**src/rtl/serial_word_loader_pkg.sv**
```systemverilog
// Shared definitions for the serial word loader.
//   - DefaultWidth: default number of data bits per frame.
//   - state_e: FSM state encoding (StParity is used only when
//     SERIAL_WORD_LOADER_PARITY_EN is defined).
//   - cnt_width(): width of a counter that must hold 0..width inclusive.
package serial_word_loader_pkg;

    localparam int unsigned DefaultWidth = 8;

    typedef enum logic [1:0] {
        StIdle   = 2'd0,
        StShift  = 2'd1,
        StParity = 2'd2
    } state_e;

    function automatic int unsigned cnt_width(input int unsigned width);
        return $clog2(width + 1);
    endfunction

endpackage

```
**src/rtl/serial_word_loader_sipo_shift_reg.sv**
```systemverilog
// Serial-in / parallel-out shift register used by serial_word_loader.
// Ports:
//   clk, rst   - clock and asynchronous active-high reset
//   start      - clear the register and load sin as the first bit of a frame
//   shift      - shift sin in (ignored when start is high)
//   sin        - serial data bit
//   word       - registered contents
//   word_next  - value the register takes on the next edge; lets the caller
//                capture a completed word on the same edge as its last bit
// MSB_FIRST=1 shifts left so the first bit ends in word[WIDTH-1];
// MSB_FIRST=0 shifts right so the first bit ends in word[0].
module sipo_shift_reg
    import serial_word_loader_pkg::*;
#(
    parameter int unsigned WIDTH     = DefaultWidth,
    parameter bit          MSB_FIRST = 1'b1
) (
    input  logic             clk,
    input  logic             rst,
    input  logic             start,
    input  logic             shift,
    input  logic             sin,
    output logic [WIDTH-1:0] word,
    output logic [WIDTH-1:0] word_next
);

    logic [WIDTH-1:0] first_val;
    logic [WIDTH-1:0] shift_val;

    generate
        if (WIDTH == 1) begin : g_single
            assign first_val = sin;
            assign shift_val = sin;
        end else if (MSB_FIRST) begin : g_msb
            assign first_val = {{(WIDTH-1){1'b0}}, sin};
            assign shift_val = {word[WIDTH-2:0], sin};
        end else begin : g_lsb
            assign first_val = {sin, {(WIDTH-1){1'b0}}};
            assign shift_val = {sin, word[WIDTH-1:1]};
        end
    endgenerate

    always_comb begin
        word_next = word;
        if (start) begin
            word_next = first_val;
        end else if (shift) begin
            word_next = shift_val;
        end
    end

    always_ff @(posedge clk or posedge rst) begin
        if (rst) begin
            word <= '0;
        end else begin
            word <= word_next;
        end
    end

endmodule

```
**src/rtl/serial_word_loader.sv**
```systemverilog
// Deserialises a framed serial bit stream into WIDTH-bit words for the
// popcount stage.
// Ports:
//   clk, rst   - clock (rising edge) and asynchronous active-high reset
//   sin        - serial data bit, sampled only when sin_valid is high
//   sin_valid  - qualifies sin and sof
//   sof        - marks the current bit as data bit 0 (restarts any frame)
//   a          - assembled word, held until the next load
//   load       - one-cycle strobe, a valid in the same cycle
//   busy       - high while a frame is partially received
//   err        - one-cycle parity-error strobe (0 without parity)
// Optional feature macro: SERIAL_WORD_LOADER_PARITY_EN adds one even-parity
// bit after the data bits; an odd frame raises err instead of load.
module serial_word_loader
    import serial_word_loader_pkg::*;
#(
    parameter int unsigned WIDTH     = DefaultWidth,
    parameter bit          MSB_FIRST = 1'b1
) (
    input  logic             clk,
    input  logic             rst,
    input  logic             sin,
    input  logic             sin_valid,
    input  logic             sof,
    output logic [WIDTH-1:0] a,
    output logic             load,
    output logic             busy,
    output logic             err
);

    localparam int unsigned     CntW    = cnt_width(WIDTH);
    localparam logic [CntW-1:0] LastIdx = CntW'(WIDTH - 1);

    state_e           state_q, state_d;
    logic [CntW-1:0]  cnt_q, cnt_d;
    logic             busy_d;
    logic             load_d;
    logic [WIDTH-1:0] a_d;
    logic             start;
    logic             sr_shift;
    logic             data_done;
    logic [WIDTH-1:0] sr_word;
    logic [WIDTH-1:0] sr_word_next;
`ifdef SERIAL_WORD_LOADER_PARITY_EN
    logic             err_d;
`endif

    // sof restarts a frame from any state.
    assign start = sin_valid & sof;

    sipo_shift_reg #(
        .WIDTH     (WIDTH),
        .MSB_FIRST (MSB_FIRST)
    ) u_sipo (
        .clk       (clk),
        .rst       (rst),
        .start     (start),
        .shift     (sr_shift),
        .sin       (sin),
        .word      (sr_word),
        .word_next (sr_word_next)
    );

    always_comb begin
        state_d   = state_q;
        cnt_d     = cnt_q;
        load_d    = 1'b0;
        a_d       = a;
        sr_shift  = 1'b0;
        data_done = 1'b0;
`ifdef SERIAL_WORD_LOADER_PARITY_EN
        err_d     = 1'b0;
`endif

        if (start) begin
            state_d = StShift;
            cnt_d   = CntW'(1);
            // A single-bit frame is complete as soon as bit 0 is captured.
            data_done = (WIDTH == 1);
        end else if (sin_valid) begin
            unique case (state_q)
                StShift: begin
                    sr_shift = 1'b1;
                    if (cnt_q == LastIdx) begin
                        data_done = 1'b1;
                    end else begin
                        cnt_d = cnt_q + CntW'(1);
                    end
                end
`ifdef SERIAL_WORD_LOADER_PARITY_EN
                StParity: begin
                    // Data bits are already in sr_word; sin is the parity bit.
                    if (^{sr_word, sin}) begin
                        err_d = 1'b1;
                    end else begin
                        load_d = 1'b1;
                        a_d    = sr_word;
                    end
                    state_d = StIdle;
                    cnt_d   = '0;
                end
`endif
                default: ; // bits outside a frame are ignored
            endcase
        end

        if (data_done) begin
`ifdef SERIAL_WORD_LOADER_PARITY_EN
            state_d = StParity;
            cnt_d   = CntW'(WIDTH);
`else
            // Capture word_next so a updates on the edge that takes the last bit.
            state_d = StIdle;
            cnt_d   = '0;
            load_d  = 1'b1;
            a_d     = sr_word_next;
`endif
        end

        busy_d = (state_d != StIdle);
    end

    always_ff @(posedge clk or posedge rst) begin
        if (rst) begin
            state_q <= StIdle;
            cnt_q   <= '0;
            busy    <= 1'b0;
            load    <= 1'b0;
            a       <= '0;
        end else begin
            state_q <= state_d;
            cnt_q   <= cnt_d;
            busy    <= busy_d;
            load    <= load_d;
            a       <= a_d;
        end
    end

`ifdef SERIAL_WORD_LOADER_PARITY_EN
    always_ff @(posedge clk or posedge rst) begin
        if (rst) begin
            err <= 1'b0;
        end else begin
            err <= err_d;
        end
    end
`else
    assign err = 1'b0;
`endif

endmodule
```
**config.mk**
```make
export PLATFORM = sky130hd
export DESIGN_NAME = serial_word_loader
export DESIGN_NICKNAME = d
export VERILOG_FILES = /design/src/rtl/serial_word_loader_pkg.sv /design/src/rtl/serial_word_loader_sipo_shift_reg.sv /design/src/rtl/serial_word_loader.sv
export SDC_FILE = /design/constraint.sdc
export NUM_CORES = 1
export LEC_CHECK = 0
export CAP_MARGIN = 20
export CORE_UTILIZATION = 52
export DETAILED_ROUTE_END_ITERATION = 8
export PLACE_DENSITY_LB_ADDON = 0.3
export SETUP_SLACK_MARGIN = 0.02
export SLEW_MARGIN = 0
export SYNTH_ARGS = -nofsm -noshare
export SYNTH_HDL_FRONTEND = slang
export SYNTH_HIERARCHICAL = 1
export SYNTH_SLANG_ARGS = --single-unit
```
**constraint.sdc**
```tcl
create_clock -name clk -period 2.1 [get_ports clk]
set_input_delay 0.21 -clock clk [delete_from_list [all_inputs] [get_ports clk]]
set_output_delay 0.21 -clock clk [all_outputs]
set_load 0.005 [all_outputs]
```
== Yosys cells after proc, flatten, opt, wreduce, memory -nomap -nowiden ==
Cells that the tools add are included.

* Add/subtract/negate cells: 1
* Eq/ne operators: 3
* Multiplexer cells: 17
* Bitwise operators: 1
* Reduce and logical (&&, ||, !) cells: 4

{| class="wikitable"
|+ Operators by type and width
! kind !! count
|-
| $mux 4 || 5
|-
| $mux 8 || 2
|-
| $mux 1 || 8
|-
| $reduce_bool 3->1 || 2
|-
| $add 4x1->4 const B || 1
|-
| $eq 4x3->1 const B || 1
|-
| $mux 2 || 2
|-
| $ne 3x3->1 const B || 1
|-
| $reduce_and 3->1 || 1
|-
| $eq 2x1->1 const B || 1
|-
| $reduce_bool 2->1 || 1
|-
| $and 1x1->1 || 1
|}

* Register bits after elaboration: 24
* Output and inout bits: 11

== Longest topological paths before layout ==
Gate-level depths: netlist (run 1).

* Word-level depth: 7
* Gate-level depth with buffers: 6

== Hierarchy ==
Netlist (run 1), hierarchy kept.

{| class="wikitable"
|+ By module, submodules not included
! module !! times used !! cells an instance !! area an instance (µm²) !! seq. area each (µm²)
|-
| serial_word_loader || 1 || 57 || 757.0 || 400.4
|-
| sipo_shift_reg || 1 || 27 || 340.3 || 200.2
|}

== Least setup slack after synthesis (run 1) ==
No wires, ideal clock.

* Kind: register to register
* From: reg state_q[1]
* To: reg a[0]
* Setup time: 0.125 ns
* Arrival time: 1.415 ns
* Data required time: 1.975 ns
* Setup slack: 0.559 ns
* Stages on the path, launching flop included: 6
* Buffers on the path: 1
* Period minus slack after synthesis: 1.541 ns
* Cells stage by stage: dfrtp_1 > and4bb_4 > buf_6 > nor2_2 > mux2_4 > mux2_4

* Word-level cells in the longest chain between the ends: 6
* Elaborated cells on any way between the ends: 9
* Those cells by class: eq/ne (1); mux (8)

{| class="wikitable"
|+ RTL lines
! item !! RTL line !! source
|-
| start, declared || serial_word_loader.sv:34 || <nowiki>state_e state_q, state_d;</nowiki>
|-
| start signal, assigned || serial_word_loader.sv:125 || <nowiki>state_q <= StIdle;</nowiki>
|-
| start signal, assigned || serial_word_loader.sv:131 || <nowiki>state_q <= state_d;</nowiki>
|-
| $eq 2x1->1 || serial_word_loader.sv:81 || <nowiki>unique case (state_q)</nowiki>
|-
| $mux 1 || serial_word_loader.sv:81 ||
|-
| $mux 1 || serial_word_loader.sv:80 || <nowiki>end else if (sin_valid) begin</nowiki>
|-
| $mux 1 || serial_word_loader.sv:75 || <nowiki>if (start) begin</nowiki>
|-
| via sr_shift || serial_word_loader.sv:40 || <nowiki>logic sr_shift;</nowiki>
|-
| $mux 8 || serial_word_loader_sipo_shift_reg.sv:47 || <nowiki>end else if (shift) begin</nowiki>
|-
| $mux 8 || serial_word_loader_sipo_shift_reg.sv:45 || <nowiki>if (start) begin</nowiki>
|-
| via sr_word_next[0] || serial_word_loader.sv:43 || <nowiki>logic [WIDTH-1:0] sr_word_next;</nowiki>
|-
| end signal, assigned || serial_word_loader.sv:129 || <nowiki>a <= '0;</nowiki>
|-
| end signal, assigned || serial_word_loader.sv:135 || <nowiki>a <= a_d;</nowiki>
|-
| end, declared || serial_word_loader.sv:25 || <nowiki>output logic [WIDTH-1:0] a,</nowiki>
|}

The timed path passes the listed nets, and every way through them passes these cells.
A chain may end at the register's enable or synchronous reset.

== Worst setup path after layout (run 1) ==
* From: reg state_q[1]
* To: reg a[4]

* Word-level cells in the longest chain between the ends: 6
* Elaborated cells on any way between the ends: 9
* Those cells by class: eq/ne (1); mux (8)

{| class="wikitable"
|+ RTL lines
! item !! RTL line
|-
| $eq 2x1->1 || serial_word_loader.sv:81
|-
| $mux 1 || serial_word_loader.sv:81
|-
| $mux 1 || serial_word_loader.sv:80
|-
| $mux 1 || serial_word_loader.sv:75
|-
| via sr_shift || serial_word_loader.sv:40
|-
| $mux 8 || serial_word_loader_sipo_shift_reg.sv:47
|-
| $mux 8 || serial_word_loader_sipo_shift_reg.sv:45
|}

The timed path passes the listed nets, and every way through them passes these cells.

==> results of run 1 <==
## through the flow
stage | hold WS, ns | setup WS [ns]
floorplan | 0.0257 | 0.559
global placement | 0.499 | 0.229
detailed placement | 0.502 | 0.177
CTS | 0.163 | 0.421
global route | 0.183 | 0.383
finish | 0.166 | 0.436
## critical path: cells and delay by family (launching register included)
family / cells / cell delay, ns
mux: 1 / 0.31
flops: 1 / 0.43
simple gates: 2 / 0.65
buf+inv: 1 / 0.17
## area by class of cell
class / count / area share
multi-input cells: 50 / 0.330
flip-flops and latches: 24 / 0.464
inverters: 5 / 0.0145
clock buffers: 4 / 0.0280
repair buffers: 19 / 0.137
well taps: 27 / 0.0261
## power by group through the flow
stage	Sequential [mW]	Clock [mW]	Combinational [mW]
floorplan	0.559	0	0.141
global placement	0.567	0	0.206
detailed placement	0.568	0	0.215
CTS	0.560	0.248	0.215
global route	0.568	0.270	0.234
finish	0.559	0.241	0.213
## worst paths after layout
| check | endpoint | cells after the start | startpoint | slack, ns |
|---|---|---|---|---|
| min | u_sipo/word[1] | 2 | rst | 0.17 |
| min reg2reg | a[2] | 1 | a[2] | 0.53 |
| min in group clk | u_sipo/word[0] | 2 | sin | 0.53 |
| max in group asynchronous | load | 2 | rst | 1.42 |
| max | a[4] | 4 | state_q[1] | 0.44 |
| max reg2reg | a[4] | 4 | state_q[1] | 0.44 |
## cells in the final DEF, fill, tap and decap left out, drive strengths merged, types with 3 or more instances in the layout
cell type	Yosys	layout
buf	4	5
clkdlybuf4s50	0	14
nor2	11	11
clkbuf	1	4
dfrtp	24	24
nor2b	3	3
inv	5	5
mux2	9	9
a211o	3	3
mux2i	7	7
## state kept, by name (all words and copies together), names as in the netlist
name and cells:
state_q 2, load 1, u_sipo/word 8, a 8
cnt_q 4, busy 1
## kinds of logic (layout without fill, tap and decap cells)
kind of cell,count (synthesis),in the layout,share of synthesized area
DFF,24,24,0.547
adders and majority gates,1,1,0.0114
AOI/OAI and AO/OA,8,8,0.0559
buffers and inverters,10,28,0.0627
and+or+nand+nor,24,24,0.132
muxes,16,16,0.187
other,1,1,0.00342
## per-layer routing
metal  track usage  vias to the layer above  wire (um)
met5             0                        -          0
met4        0.0667                        0         15
met3        0.0340                        2         49
met2         0.316                       14        965
met1         0.278                      327        888
li1              -                      319          -
## synth_stat cells
cell / number / area [um2]
inv_1: 5 / 18.8
ha_1: 1 / 12.5
nand2_1: 2 / 7.51
and3_1: 1 / 6.26
mux2_4: 9 / 135
clkbuf_1: 1 / 3.75
buf_12: 1 / 20.0
nor2_2: 1 / 6.26
nor2b_1: 2 / 12.5
nor2_1: 10 / 37.5
conb_1: 1 / 3.75
buf_6: 1 / 11.3
buf_4: 2 / 15.0
nand3b_1: 1 / 7.51
mux2i_1: 7 / 70.1
o211ai_1: 2 / 15.0
a32o_1: 1 / 10.0
nor4b_1: 1 / 8.76
nand3_1: 2 / 10.0
o21ai_0: 2 / 10.0
and2_2: 1 / 7.51
and4bb_4: 1 / 16.3
nor2b_4: 1 / 13.8
dfrtp_1: 24 / 601
a211o_1: 3 / 26.3
and4b_2: 1 / 11.3
==> reports/results.ini, run 1 <==
[drt]
drt-total-wl_mm = 1.92
vias = 662
dr.first_iter.drc_count = 5
vias_per_cell = 5.13
wl_per_cell_um = 14.9
antenna_left = 0
drc = 0
drt_first_pass_iters = 4

[layout]
final_nets = 109
area_delta_synth_final_pct = 18.0
final-seq-area_um2 = 601
layout-drive-gt1-share = 0.225
fin_area_um2 = 1290
post-route-util = 0.653
multi_input_area_um2 = 428
antenna_cells = 0
fill_cells = 158
stdcell_count = 129

[timing]
clock.fmax_mhz = 601
relSlewSlack = 0.584
fin_setup_tns_ns = 0
worst_pin_slew_ns = 0.624
finClkSkew_ns = 0.00137
drv_slew = 0
rsz0062_at_grt = no
hold_viol = 0
setup_viol = 0
finalCritPeriodShare = 0.792
period_minus_slack_ns = 1.66

[pwr]
ir_worst_vdd_uv = 490
leakage_nw = 0.603
p_total_mw = 1.01
swShare = 0.261
switchingPower_mw = 0.264
seq_power_share = 0.552
power_density_nw_per_um2 = 782
p_int_mw = 0.749
pwr-share-clk = 0.238
combinationalPowerShare = 0.210

[yosys]
yosysSeqAreaShare = 0.547
synth_cells = 84
ys_warn_count = 6
syn_area_um2 = 1100
synth_nets = 90
syn_area_per_cell_um2 = 13.1
synth_seq_cells = 24
synth.distinct_cells = 26

[place]
place_inst = 125
place_congestion = 0.724
post-dp-hpwl_mm = 1.40
placed_area_um2 = 1260
numPortBuffers = 14

[worst_setup_path]
cp.required_ns = 2.31
start_kind = flip-flop
critPathMaxFanout = 11
slowest_stage = and4bb_4
arrival_ns = 1.88
worstPathCellList = and4bb_4, nor2b_4, buf_4, mux2_4
worst_setup_path_end_kind = flip-flop
critPathKind = reg2reg
cpPeakStageDelay_ns = 0.46

[cts]
cts_max_level = 1
cts_made_buffers = 3
post-cts-setup-buffers = 0
cts_root_buffer = clkbuf_4
ctsHoldBuffers = 0
clk-insertion-delay-late_ns = 0.31
cts_tree = yes
cts_buffer_depth = 2
cts_resized = 0
cts_num_sinks = 24
clkTransAtPathRegs_ns = 0.13

[floorplanning]
die_h_um = 47.9
std_cell_rows = 16
dieArea_um2 = 2300
coreArea_um2 = 1980
start_util = 0.554
ios = 16
die_w_um = 47.9

[flow_run]
drv_cap = 0

[global_route]
grt_pass1_wl_mm = 3.06
grt_start_max_net_pins = 17
grtUsageTotal = 0.200
grt_pass1_vias = 656
antenna_found_initial = 0
gr-total-overflow = 0

[status]
status = finished clean

[worst_hold_path]
holdCritPathClass = in2async

Power figures use the tool's default switching activity.
==> run 2, diff against run 1 <==
--- a/config.mk
+++ b/config.mk
@@ -6,7 +6,7 @@
 export NUM_CORES = 1
 export LEC_CHECK = 0
 export CAP_MARGIN = 20
-export CORE_UTILIZATION = 52
+export CORE_UTILIZATION = 47
 export DETAILED_ROUTE_END_ITERATION = 8
 export PLACE_DENSITY_LB_ADDON = 0.3
 export SETUP_SLACK_MARGIN = 0.02
==> constraint.sdc (replaced) <==
create_clock -name clk -period 1.44 [get_ports clk]
set_input_delay 0.144 -clock clk [delete_from_list [all_inputs] [get_ports clk]]
set_output_delay 0.144 -clock clk [all_outputs]
set_load 0.005 [all_outputs]
==> run 2 against run 1 <==
  * The run now ends with setup timing left
  * Cell count up 12%
  * Global-route usage fell by 0.92 points
  * Sequential power increased by 45%
  * Critical path depth up 1
  * Clock skew increased by 0.0011 ns
  * Die area grew 10%
  * Utilization rose by 0.84 points
  * Sequential share of layout area is 5.4 points lower
  * Non-clock buffer count up 14
  * Critical endpoint is now a[5]
  * Largest cell class unchanged
==> reports/results.ini, run 2 (synthesis gave the netlist of run 1 again) <==
[status]
status = finished with violations
violations = setup timing

[cts]
cts_max_level = 1  ; unchanged
cts_tree = yes
cts_buffer_depth = 2  ; unchanged
cts_made_buffers = 3  ; unchanged
clkTransAtPathRegs_ns = 0.14  ; about the same
cts_num_sinks = 24  ; unchanged
clk-insertion-delay-late_ns = 0.32  ; about the same
cts_root_buffer = clkbuf_4

[floorplanning]
coreArea_um2 = 2210  ; +12%
start_util = 0.496  ; -0.0576
dieArea_um2 = 2530  ; +10%
die_w_um = 50.3  ; +5.0%
ios = 16  ; unchanged
die_h_um = 50.3  ; +5.0%
std_cell_rows = 17  ; +1

[place]
numPortBuffers = 14  ; unchanged
post-dp-hpwl_mm = 1.45  ; +3.7%
place_inst = 134  ; +7.2%
place_congestion = 0.772  ; +6.7%

[global_route]
grt_start_max_net_pins = 15  ; -2
gr-total-overflow = 0  ; unchanged
grtUsageTotal = 0.190  ; -0.00924
grt_pass1_wl_mm = 3.58  ; +17%
antenna_found_initial = 0  ; unchanged
grt_pass1_vias = 782  ; +19%

[pwr]
ir_worst_vdd_uv = 886  ; +81%
pwr-share-clk = 0.292  ; +0.054
seq_power_share = 0.480  ; -0.072
power_density_nw_per_um2 = 1160  ; +48%
swShare = 0.246  ; -0.0149
switchingPower_mw = 0.416  ; +57%
p_int_mw = 1.28  ; +70%
combinationalPowerShare = 0.228  ; +0.018
leakage_nw = 0.694  ; +15%

[layout]
fill_cells = 176  ; +11%
final_common_cell = dfrtp_1
area_delta_synth_final_pct = 33.4
largestRegisters = a: 8 flops, u_sipo/word: 8 flops, cnt_q: 4 flops
layout-drive-gt1-share = 0.336  ; +0.111
stdcell_count = 144  ; +12%
final-seq-area_um2 = 601  ; unchanged
multi_input_area_um2 = 437  ; +2.0%
antenna_cells = 0  ; unchanged
layout_common_cells = 24 x dfrtp_1, 16 x buf_4, 14 x clkdlybuf4s50_1
final_nets = 123  ; +13%

[worst_setup_path]
critPathKind = reg2reg
critPathMaxFanout = 5  ; -6
cp.required_ns = 1.66  ; -0.65 ns
start_kind = flip-flop
arrival_ns = 1.74  ; -0.14 ns
r2r_slack_ns = -0.09  ; -0.52 ns
worst_setup_path_end_kind = flip-flop

[timing]
clock.fmax_mhz = 655  ; +9.1%
hold_viol = 0  ; unchanged
finalCritPeriodShare = 1.06  ; +0.267
finClkSkew_ns = 0.00248  ; +0.00111 ns
period_minus_slack_ns = 1.53  ; -0.138 ns
drv_slew = 0  ; unchanged
setup_viol = 8  ; +8
rsz0062_at_grt = yes
layout_setup_ws_ns = -0.0857  ; -0.522 ns
hold_ws_ns = 0.0622  ; -0.104 ns

[drt]
vias = 733  ; +11%
drc = 0  ; unchanged
antenna_left = 0  ; unchanged
wl_per_cell_um = 14.5  ; -2.6%
drt_first_pass_iters = 4  ; unchanged
vias_per_cell = 5.09  ; -0.81%
drt-total-wl_mm = 2.09  ; +8.8%
dr.first_iter.drc_count = 21  ; +16

[flow_run]
drv_cap = 0  ; unchanged

[worst_hold_path]
holdCritPathClass = in2async

==> run 2: cell count changes in the layout (fill, tap and decap cells not counted), sizes merged <==
cell and delta:
clkbuf -1, bufinv +1, buf +14
==> run 2: worst paths after layout <==
kind,startpoint,endpoint,depth (start not counted)
max in group asynchronous,rst,a[5],3
worst max-delay path,state_q[1],a[5],5
worst max register to register,state_q[1],a[5],5
min in group clk,sin,u_sipo/word[0],2
worst min-delay path,rst,a[0],2
worst min register to register,a[0],a[0],1
==> run 2: metrics by stage <==
stage	setup TNS [ns]	total power [mW]	setup slack, ns	utilization	cell area [um2]
finish	-0.517	1.69	-0.0857	0.662	1460
global route	-0.951	1.77	-0.139	0.662	1460
CTS	-0.993	1.69	-0.132	0.654	1450
detailed placement	-3.00	1.19	-0.323	0.614	1360
global placement	-2.46	1.18	-0.290	0.614	1360
floorplan	-0.101	1.02	-0.101	-	1100
==> run 2: repair_timing <==
| action | in CTS | in global routing |
|---|---|---|
| setup endpoints to repair | 9 | 12 |
| resized for setup | 0 | 2 |
| setup buffers | 5 | 1 |
| hold buffers | 0 | 0 |
| pin swaps | 2 | 3 |
==> run 2: power by group through the flow <==
stage / sequential (mW) / clock, mW / combinational (mW)
after CTS: 0.811 / 0.497 / 0.380
after detailed placement: 0.822 / 0 / 0.368
after global routing: 0.825 / 0.525 / 0.419
after floorplan: 0.815 / 0 / 0.205
after global placement: 0.817 / 0 / 0.358
final: 0.812 / 0.494 / 0.386
==> run 2: layout make-up <==
cell class | count | area share
clock buffers | 3 | 0.0154
clock inverters | 1 | 0.0205
inverters | 5 | 0.0128
multi-input cells | 50 | 0.298
flip-flops and latches | 24 | 0.410
well taps | 28 | 0.0239
repair buffers | 33 | 0.219
==> run 2: per-layer routing <==
layer / vias up / global-route usage / wire length, um
li1: 351 / - / -
met1: 355 / 0.249 / 984
met2: 21 / 0.311 / 995
met3: 6 / 0.0394 / 72
met4: 0 / 0.0694 / 34
met5: - / 0 / 0
==> run 2: worst max-delay path: stages, from the launching register on <==
cell and delay, ns:
dfrtp_1 0.41, and4bb_4 0.36, buf_4 0.13, mux2i_1 0.18, nor2_1 0.08, mux2_4 0.26
==> run 3, diff against run 2 <==
--- a/config.mk
+++ b/config.mk
@@ -6,6 +6,7 @@
 export NUM_CORES = 1
 export LEC_CHECK = 0
 export CAP_MARGIN = 20
+export CORE_MARGIN = 1
 export CORE_UTILIZATION = 47
 export DETAILED_ROUTE_END_ITERATION = 8
 export PLACE_DENSITY_LB_ADDON = 0.3
==> results of run 3 <==
Same layout as run 2: the final DEF is identical, and so are final timing and power.
